### config.mk
export PLATFORM = sky130hd
export DESIGN_NAME = mem_port_arbiter
export DESIGN_NICKNAME = d
export VERILOG_FILES = /design/src/rtl/mem_port_arbiter.sv
export SDC_FILE = /design/constraint.sdc
export NUM_CORES = 1
export LEC_CHECK = 0
export ABC_AREA = 1
export BUFFER_PORTS_ARGS = -buffer_cell sky130_fd_sc_hd__buf_2
export CAP_MARGIN = 0
export CORE_MARGIN = 8
export CORE_UTILIZATION = 41
export DETAILED_ROUTE_END_ITERATION = 10
export GPL_ROUTABILITY_DRIVEN = 0
export PLACE_DENSITY_LB_ADDON = 0.08
export SLEW_MARGIN = 20
export SYNTH_ARGS = -nofsm -noshare
export SYNTH_HDL_FRONTEND = slang
export SYNTH_SLANG_ARGS = --single-unit
### constraint.sdc
create_clock -name CLK -period 1.4 [get_ports CLK]
set_clock_uncertainty 0.15 [all_clocks]
set_input_delay 0.28 -clock CLK [delete_from_list [all_inputs] [get_ports CLK]]
set_output_delay 0.28 -clock CLK [all_outputs]
set_load 0.05 [all_outputs]
### src/rtl/mem_port_arbiter.sv
// N-to-1 arbiter that serialises the core's memory ports onto the single-port
// memory_controller, one transaction at a time (round-robin or fixed priority).
module mem_port_arbiter #(
  parameter int PORT_COUNT = 2,
  parameter int ARB_MODE   = 0
) (
  input  logic                     CLK,
  input  logic                     RST,
  input  logic [2*PORT_COUNT-1:0]  rw_flag,
  input  logic [32*PORT_COUNT-1:0] addr,
  input  logic [32*PORT_COUNT-1:0] write_data,
  input  logic [4*PORT_COUNT-1:0]  write_mask,
  output logic [32*PORT_COUNT-1:0] read_data,
  output logic [PORT_COUNT-1:0]    busy,
  output logic [PORT_COUNT-1:0]    done,
  output logic [1:0]               m_rw_flag,
  output logic [31:0]              m_addr,
  output logic [31:0]              m_write_data,
  output logic [3:0]               m_write_mask,
  input  logic [31:0]              m_read_data,
  input  logic                     m_busy,
  input  logic                     m_done
);

  localparam int GW = (PORT_COUNT > 1) ? $clog2(PORT_COUNT) : 1;
  localparam logic [GW-1:0] LAST_PORT = GW'(PORT_COUNT - 1);

  typedef enum logic [1:0] {
    S_IDLE = 2'd0,
    S_WAIT = 2'd1,
    S_DONE = 2'd2
  } state_t;

  state_t                  state_q, state_d;
  logic [GW-1:0]           grant_q, grant_d;
  logic [GW-1:0]           last_grant_q, last_grant_d;
  logic [GW-1:0]           win_s;
  logic [1:0]              rw_q, rw_d;
  logic [31:0]             addr_q, addr_d;
  logic [31:0]             wdata_q, wdata_d;
  logic [3:0]              mask_q, mask_d;
  logic [32*PORT_COUNT-1:0] read_data_q, read_data_d;
  logic [PORT_COUNT-1:0]   done_q, done_d;
  logic [PORT_COUNT-1:0]   elig_s;
  logic                    grant_ok_s;

  // 01 and 10 request a transfer; 00 and 11 are both "no request".
  always_comb begin
    for (int i = 0; i < PORT_COUNT; i++) begin
      elig_s[i] = rw_flag[2*i] ^ rw_flag[2*i+1];
    end
  end

  assign grant_ok_s = (|elig_s) & ~m_busy;

  // Winner selection; round-robin scans from last_grant+1, the last hit in
  // a descending scan is the first eligible port in search order.
  always_comb begin : p_winner
    logic [GW-1:0] idx;
    win_s = '0;
    idx   = '0;
    if (ARB_MODE == 1) begin
      for (int i = PORT_COUNT - 1; i >= 0; i--) begin
        win_s = elig_s[i] ? GW'(i) : win_s;
      end
    end else begin
      for (int k = PORT_COUNT; k >= 1; k--) begin
        idx   = GW'((int'(last_grant_q) + k) % PORT_COUNT);
        win_s = elig_s[idx] ? idx : win_s;
      end
    end
  end

  // State register.
  always_ff @(posedge CLK) begin
    if (RST) begin
      state_q <= S_IDLE;
    end else begin
      state_q <= state_d;
    end
  end

  // Next-state logic.
  always_comb begin
    state_d = state_q;
    case (state_q)
      S_IDLE:  state_d = grant_ok_s ? S_WAIT : S_IDLE;
      S_WAIT:  state_d = m_done ? S_DONE : S_WAIT;
      S_DONE:  state_d = S_IDLE;
      default: state_d = S_IDLE;
    endcase
  end

  // Output/datapath next values; the request is latched at grant time so a
  // requester changing its inputs mid-transaction cannot disturb the controller.
  always_comb begin
    grant_d      = grant_q;
    last_grant_d = last_grant_q;
    rw_d         = rw_q;
    addr_d       = addr_q;
    wdata_d      = wdata_q;
    mask_d       = mask_q;
    read_data_d  = read_data_q;
    done_d       = '0;
    case (state_q)
      S_IDLE: begin
        if (grant_ok_s) begin
          grant_d = win_s;
          rw_d    = rw_flag[{win_s, 1'b0} +: 2];
          addr_d  = addr[{win_s, 5'd0} +: 32];
          wdata_d = write_data[{win_s, 5'd0} +: 32];
          mask_d  = write_mask[{win_s, 2'd0} +: 4];
        end else begin
          rw_d = 2'b00;
        end
      end
      S_WAIT: begin
        if (m_done) begin
          rw_d                                 = 2'b00;
          done_d[grant_q]                      = 1'b1;
          read_data_d[{grant_q, 5'd0} +: 32]   = m_read_data;
        end else begin
          rw_d = rw_q;
        end
      end
      S_DONE: begin
        last_grant_d = grant_q;
        rw_d         = 2'b00;
      end
      default: begin
        rw_d = 2'b00;
      end
    endcase
  end

  // Datapath and output registers.
  always_ff @(posedge CLK) begin
    if (RST) begin
      grant_q      <= '0;
      last_grant_q <= LAST_PORT;
      rw_q         <= 2'b00;
      addr_q       <= 32'h0;
      wdata_q      <= 32'h0;
      mask_q       <= 4'h0;
      read_data_q  <= '0;
      done_q       <= '0;
    end else begin
      grant_q      <= grant_d;
      last_grant_q <= last_grant_d;
      rw_q         <= rw_d;
      addr_q       <= addr_d;
      wdata_q      <= wdata_d;
      mask_q       <= mask_d;
      read_data_q  <= read_data_d;
      done_q       <= done_d;
    end
  end

  // A port is busy only while it is requesting behind someone else's transfer.
  always_comb begin
    for (int i = 0; i < PORT_COUNT; i++) begin
      busy[i] = (state_q != S_IDLE) && (grant_q != GW'(i)) && elig_s[i];
    end
  end

  assign m_rw_flag    = rw_q;
  assign m_addr       = addr_q;
  assign m_write_data = wdata_q;
  assign m_write_mask = mask_q;
  assign read_data    = read_data_q;
  assign done         = done_q;

endmodule
==> results of run 1 <==
-- what timing repair did --
item	4_1_cts	5_1_grt
cloned	20	10
pin swaps	21	93
gates resized for setup	349	305
endpoints found under the hold margin	96	0
hold buffers	106	0
setup endpoints to repair	235	243
buffers inserted	18	10
-- layout make-up --
type / instances / area, µm²
inverter: 182 / 701
clock buffer: 18 / 439
multi-input combinational: 538 / 3490
fill: 622 / 1520
antenna: 4 / 10.0
timing repair buffer: 515 / 5130
clock inverter: 14 / 170
tap: 184 / 230
sequential: 140 / 2890
-- power groups by stage --
stage	sequential [µW]	combinational (µW)	clock, µW
floorplan	5430	947	0
global route	4540	4800	4920
detailed placement	4480	2820	0
finish	4510	4590	4740
global placement	4470	2810	0
CTS	4440	3990	4680
-- through the flow --
step                      worst slack [ns]  hold slack, ns
final                               -0.388          0.0145
after global routing                -0.427          0.0260
after CTS                           -0.408         0.00136
after detailed placement            -0.203           0.281
after global placement              -0.182           0.277
after floorplan                    -0.0173           0.278
-- routing by layer --
layer	track usage, %	routed length [µm]	vias to the layer above
met2	46.2	17400	479
met1	28.2	11300	4040
met4	13.6	1950	0
met5	0	0	-
met3	7.23	2550	164
li1	-	-	3772
-- cell usage in the layout (no fill, tap or decap), types with 5 or more instances in the layout --
cell / instances
nand2_1: 208
buf_2: 175
inv_1: 171
buf_6: 142
dlygate4sd3_1: 106
dfxtp_2: 71
dfxtp_1: 69
a21oi_2: 64
nor2_1: 64
nand3_2: 63
o21ai_2: 55
buf_12: 32
buf_4: 31
a21oi_1: 27
clkbuf_16: 26
buf_16: 16
a21oi_4: 13
nand2_2: 10
inv_2: 8
nand3_4: 7
o21ai_1: 5
o21ai_4: 5
nand3_1: 5
-- tightest hold or removal path, stage by stage --
cell	delay (ns)
buf_2	0.07
nand2_1	0.05
nand3_2	0.07
nand2_1	0.04
inv_1	0.04
-- flip-flops by register name, summed over array words and instances (netlist names), 2 cells and up --
signal        count
m_rw_flag         2
read_data        64
m_write_mask      4
m_write_data     32
done              2
state_q           2
m_addr           32
-- cell families after synthesis --
| family | synth area share (%) |
|---|---|
| DFF | 45.5 |
| and+or+nand+nor | 24.7 |
| buffers and inverters | 15.8 |
| AOI/OAI and AO/OA | 14.0 |
-- worst min-delay path by stage --
| stage | startpoint | end | slack [ns] | depth (start not counted) |
|---|---|---|---|---|
| finish | addr[7] | m_addr[7] | 0.01 | 5 |
| global route | addr[2] | m_addr[2] | 0.03 | 5 |
| CTS | write_data[1] | m_write_data[1] | 0.001 | 5 |
| detailed placement | read_data[55] | read_data[55] | 0.28 | 2 |
| global placement | read_data[44] | read_data[44] | 0.28 | 2 |
| floorplan | m_read_data[0] | read_data[0] | 0.28 | 2 |
==> impl_results.md, run 1 <==
* Status: complete, but fails checks
* Failing checks: setup timing
* Synth Cell Area at ~6200 µm²
* Setup Viol. Count Final at 146
* Most used cell, CP: buf_6
* Gate power share at roughly a third
* Worst setup margin at -0.388 ns
* FF+latch count, synth at 140
* Min Tclk post-route at roughly 1.8 ns
* EDFF count, synth at 0
* Worst path slowest cell: dfxtp_2
* DRT Pass-1 Iters at 5
* Worst-case clock buffer depth at 2
* Internal at slightly above 9000 µW
* Clock root buffer: clkbuf_16
* First-pass GRT wire length at a little over 40000 µm
* Final Cycle Share at 128%
* Area leader, netlist: dfxtp_1
* Total stage count of the critical path at 9
* Slack of the worst reg-to-reg path at -0.39 ns
* Synth-to-Final Area Change at 112%
* Core area at 14600 µm²
* Most common cell in the netlist: nand2_1
* DRT antenna net count at 0
* DIE HEIGHT at about 140 µm
* CP Launch Type: flop
* Total gr overflow at 0
* Design Area, Final at 13100 µm²
* Clk pwr share at around a third
* Syn Area/Cell at approximately 6.7 µm²
* Die area at 19200 µm²
* Fraction of registers with async set/reset at 0%
* Initial DRC count at 550
* Initial core utilization at between 40% and 50%
* Critical Path RT at between 1.5 and 2 ns
* Worst-Skew Late Latency at 0.42 ns
* Vias at ~8500
* Total CTS buffers at 17
* Pwr dens at approximately 1100 nW/µm²
* Pleak at 0.00617 µW
* CP max FO at 7
* Vias in the first global route at 7871
* Endpoint type of the worst setup path: flop
* Tot GR Track Use at 26.2%
* DR DRC count at 0
* DPL Wire Length at ~16000 µm
* DR WL/cell at approximately 21 µm
* Non-filler cells, final at ~1600
* Post-synth top cells: nand2_1, inv_1, dfxtp_1, a21oi_1, nand3_1
* Peak VDD IR at about 0.82 mV
* Yosys warning count at 0
* CP cell instances: inv_2, buf_4, nor2_4, buf_6, nand3_4, buf_6, buf_16, o21ai_2, nor2_1
* Post-DP Area at 8190 µm²
* Clk slew on worst S/H paths at roughly 0.060 ns
* CP endpoint: read_data[9]
* Critical Path AT at approximately 1.9 ns
* Slew @ Worst Pin at 0.258 ns
* Reg2Reg Launch Point: state_q[0]
* Max-cap viol count at 0
* TritonCTS clock tree: done
* # IOs at ~310
* Dpl cells at 1401
* Bufs and invs on worst path at 5
* Die X-Extent at between 100 and 150 µm
* Final setup TNS at -37.53 ns
* RSZ-0062 raised after global routing: yes
* Sequential area share after synthesis at 45.5%
* P_sw at around 4800 µW
* Routed WL at 33200 µm
* Largest net degree at the start of global routing at between 40 and 50
* Unique cell type count in the Yosys netlist at 23
* Sequential Power Share at roughly a third
* Post-synth top area share at between 40% and 50%
* Final hold violation count at 0
* Type of the worst setup path: flop to flop
* Vias/cell at 5.30
* Top cells by area, synth: dfxtp_1, nand2_1, inv_1
* Initial antenna violation count at 4
* Worst path max stage delay at roughly 0.33 ns
* Slew Viols, Final at 0
* R2R Path End: read_data[9]
* Max transition margin at about 83%
* H-tree depth at 4
* Fmax at 559 MHz
* Hold/Removal Path Class: input pin to flop
* Core Rows at 44
* Synth Flop Type: dfxtp_1
* CTS Sinks at between 100 and 150
* Switching portion of total power at 34.3%
* Nets at approximately 1600
* FF-to-FF path depth at 9
* Final Total Pwr at approximately 14000 µW
* Share of post-route cells with drive strength above 1 at between 50% and 60%
* Syn Nets at 1092
* Post-Syn Instances at between 900 and 1000
* Finished Core Util at 89.6%
* CP Launch Point: state_q[0]
* Port buffer count at ~310
* Delay-heaviest family, CP: buffers and inverters
No activity file was read; power rests on OpenSTA's default activity.
==> inputs of run 2 (changes only) <==
- HOLD_SLACK_MARGIN: unset -> 0.12
==> run 2 against run 1 <==
Net effect:
- the run still ends with setup timing left
- non-clock buffer count increased by 66
- cell count rose by 4.3%
- power is 2.8% higher
- highest routed layer is now met5
==> impl_results.md, run 2 (synthesized netlist as in run 1, its figures left out) <==
* Status: complete, but fails checks
* Failing checks: setup timing
* Design Area, Final at 13600 µm² (+4.4%)
* Total gr overflow at 0 (unchanged)
* DRT Pass-1 Iters at 7 (+2)
* DRT antenna net count at 0 (unchanged)
* Peak VDD IR at 0.950 mV (+17%)
* Setup Viol. Count Final at 164 (+12%)
* Fillers at 437 (-30%)
* Number of flip-flops under the largest register name at 64 (unchanged)
* CTS Sinks at 140 (unchanged)
* Type of the worst setup path: flop to flop
* Min Tclk post-route at 1.78 ns (-0.00597 ns)
* Vias in the first global route at 8858 (+13%)
* Most frequent cells in the layout: nand2_1, buf_2, dlygate4sd3_1, inv_1, buf_6
* DR WL/cell at 23.7 µm (+14%)
* Reg2Reg Launch Point: state_q[0]
* Max transition margin at 80.2% (-2.4 points)
* Vias at 9392 (+11%)
* Share of post-route cells with drive strength above 1 at 49.3% (-3.9 points)
* Final Cycle Share at 127% (-0.43 points)
* Slack of the worst reg-to-reg path at -0.38 ns (about the same)
* Worst setup margin at -0.382 ns (+0.00597 ns)
* Port buffer count at 313 (unchanged)
* FF-to-FF path depth at 11 (+2)
* Pleak at 0.00640 µW (+3.8%)
* DIE HEIGHT at 139 µm (unchanged)
* Core area at 14600 µm² (unchanged)
* Tot GR Track Use at 29.8% (+3.6 points)
* Slew Viols, Final at 0 (unchanged)
* First-pass GRT wire length at 46300 µm (+13%)
* CP Launch Type: flop
* Worst Min Path Start: RST
* Worst Hold Depth at 3 (-2)
* Vias/cell at 5.65 (+6.5%)
* Total CTS buffers at 17 (unchanged)
* Die area at 19200 µm² (unchanged)
* DR DRC count at 0 (unchanged)
* RSZ-0062 raised after global routing: yes
* H-tree depth at 4 (unchanged)
* Hold/Removal Path Class: input pin to flop
* Final hold violation count at 0 (unchanged)
* Worst-case clock buffer depth at 2 (unchanged)
* Post-DP Area at 8190 µm² (unchanged)
* # IOs at 314 (unchanged)
* TritonCTS clock tree: done
* Largest net degree at the start of global routing at 46 (unchanged)
* Commonest non-fill, non-tap cell in the layout: nand2_1
* Hold EP: state_q[0]
* Routed WL at 39500 µm (+19%)
* Die X-Extent at 139 µm (unchanged)
* DPL Wire Length at 15500 µm (unchanged)
* CP max FO at 6 (-1)
* Worst-Skew Late Latency at 0.42 ns (about the same)
* Fmax at 561 MHz (+0.34%)
* Endpoint type of the worst setup path: flop
* Clk slew on worst S/H paths at 0.06 ns (about the same)
* Pwr dens at 1040 nW/µm² (-1.5%)
* Initial DRC count at 979 (+78%)
* Nets at 1636 (+4.2%)
* Initial core utilization at 42.2% (unchanged)
* CP Launch Point: state_q[0]
* Hold slack at 0.201 ns (+0.187 ns)
* Core Rows at 44 (unchanged)
* Slew @ Worst Pin at 0.293 ns (+0.0351 ns)
* R2R Path End: read_data[16]
* Max-cap viol count at 0 (unchanged)
* Critical Path RT at 1.60 ns (+0.04 ns)
* Clock root buffer: clkbuf_16
* Finished Core Util at 93.5% (+3.9 points)
* Initial antenna violation count at 6 (+2)
* Final setup TNS at -36.31 ns (+1.22 ns)
* Critical Path AT at 1.98 ns (+0.04 ns)
* Synth-to-Final Area Change at 122%
==> run 2: how the worst max path moves through the flow <==
stage                     to  slack [ns]  cells past startpoint
5_1_grt            m_addr[3]       -0.46                     10
3_3_place_gp       m_addr[7]       -0.18                     12
6_report       read_data[16]       -0.38                     11
2_1_floorplan        busy[0]       -0.02                      4
3_5_place_dp       m_addr[7]       -0.20                     12
4_1_cts              busy[1]       -0.41                      6
==> run 2: per-stage QoR <==
step                      total power [µW]  worst slack, ns  cells
after floorplan                       6370          -0.0173    916
after global placement                7290           -0.182   1401
after detailed placement              7300           -0.203   1401
after CTS                            13300           -0.408   1642
after global routing                 14500           -0.460   1663
final                                14200           -0.382   1663
==> run 2: timing repair <==
action | CTS | global route
resized for setup | 349 | 283
buffers inserted | 18 | 10
setup endpoints to repair | 235 | 236
endpoints found under the hold margin | 135 | 0
hold buffers | 172 | 0
pin swaps | 21 | 69
gates cloned | 20 | 8
==> run 2: power breakdown <==
part / switching, µW / internal (µW) / leakage, µW
sequential: 241 / 4300 / 0.00117
combinational: 2870 / 2080 / 0.00494
clock: 1900 / 2850 / 0.000288
total: 5010 / 9230 / 0.00640
==> run 2: worst max-delay path, cell delays in order, from the launching register on <==
cell,delay (ns)
dfxtp_2,0.35
inv_2,0.05
buf_4,0.14
nor2_4,0.15
buf_6,0.12
nand3_4,0.09
buf_12,0.16
clkinv_8,0.06
buf_12,0.11
buf_16,0.12
nor2_1,0.06
nor2_1,0.15
==> run 2: area by class of cell <==
cell class / instances / area (µm²) / area share (%)
antenna: 6 / 15.0 / 0.110
clock buffer: 18 / 439 / 3.22
clock inverter: 14 / 170 / 1.25
inverter: 182 / 708 / 5.19
multi-input combinational: 538 / 3430 / 25.1
sequential: 140 / 2890 / 21.2
tap: 184 / 230 / 1.69
timing repair buffer: 581 / 5760 / 42.2
==> run 2: metal layers <==
layer,up-vias,GRT usage [%],share of wire (%)
met2,884,51.6,49
met1,4322,31.2,33
met3,277,8.97,10
met5,-,0,0.030
li1,3907,-,-
met4,2,18.2,7.9
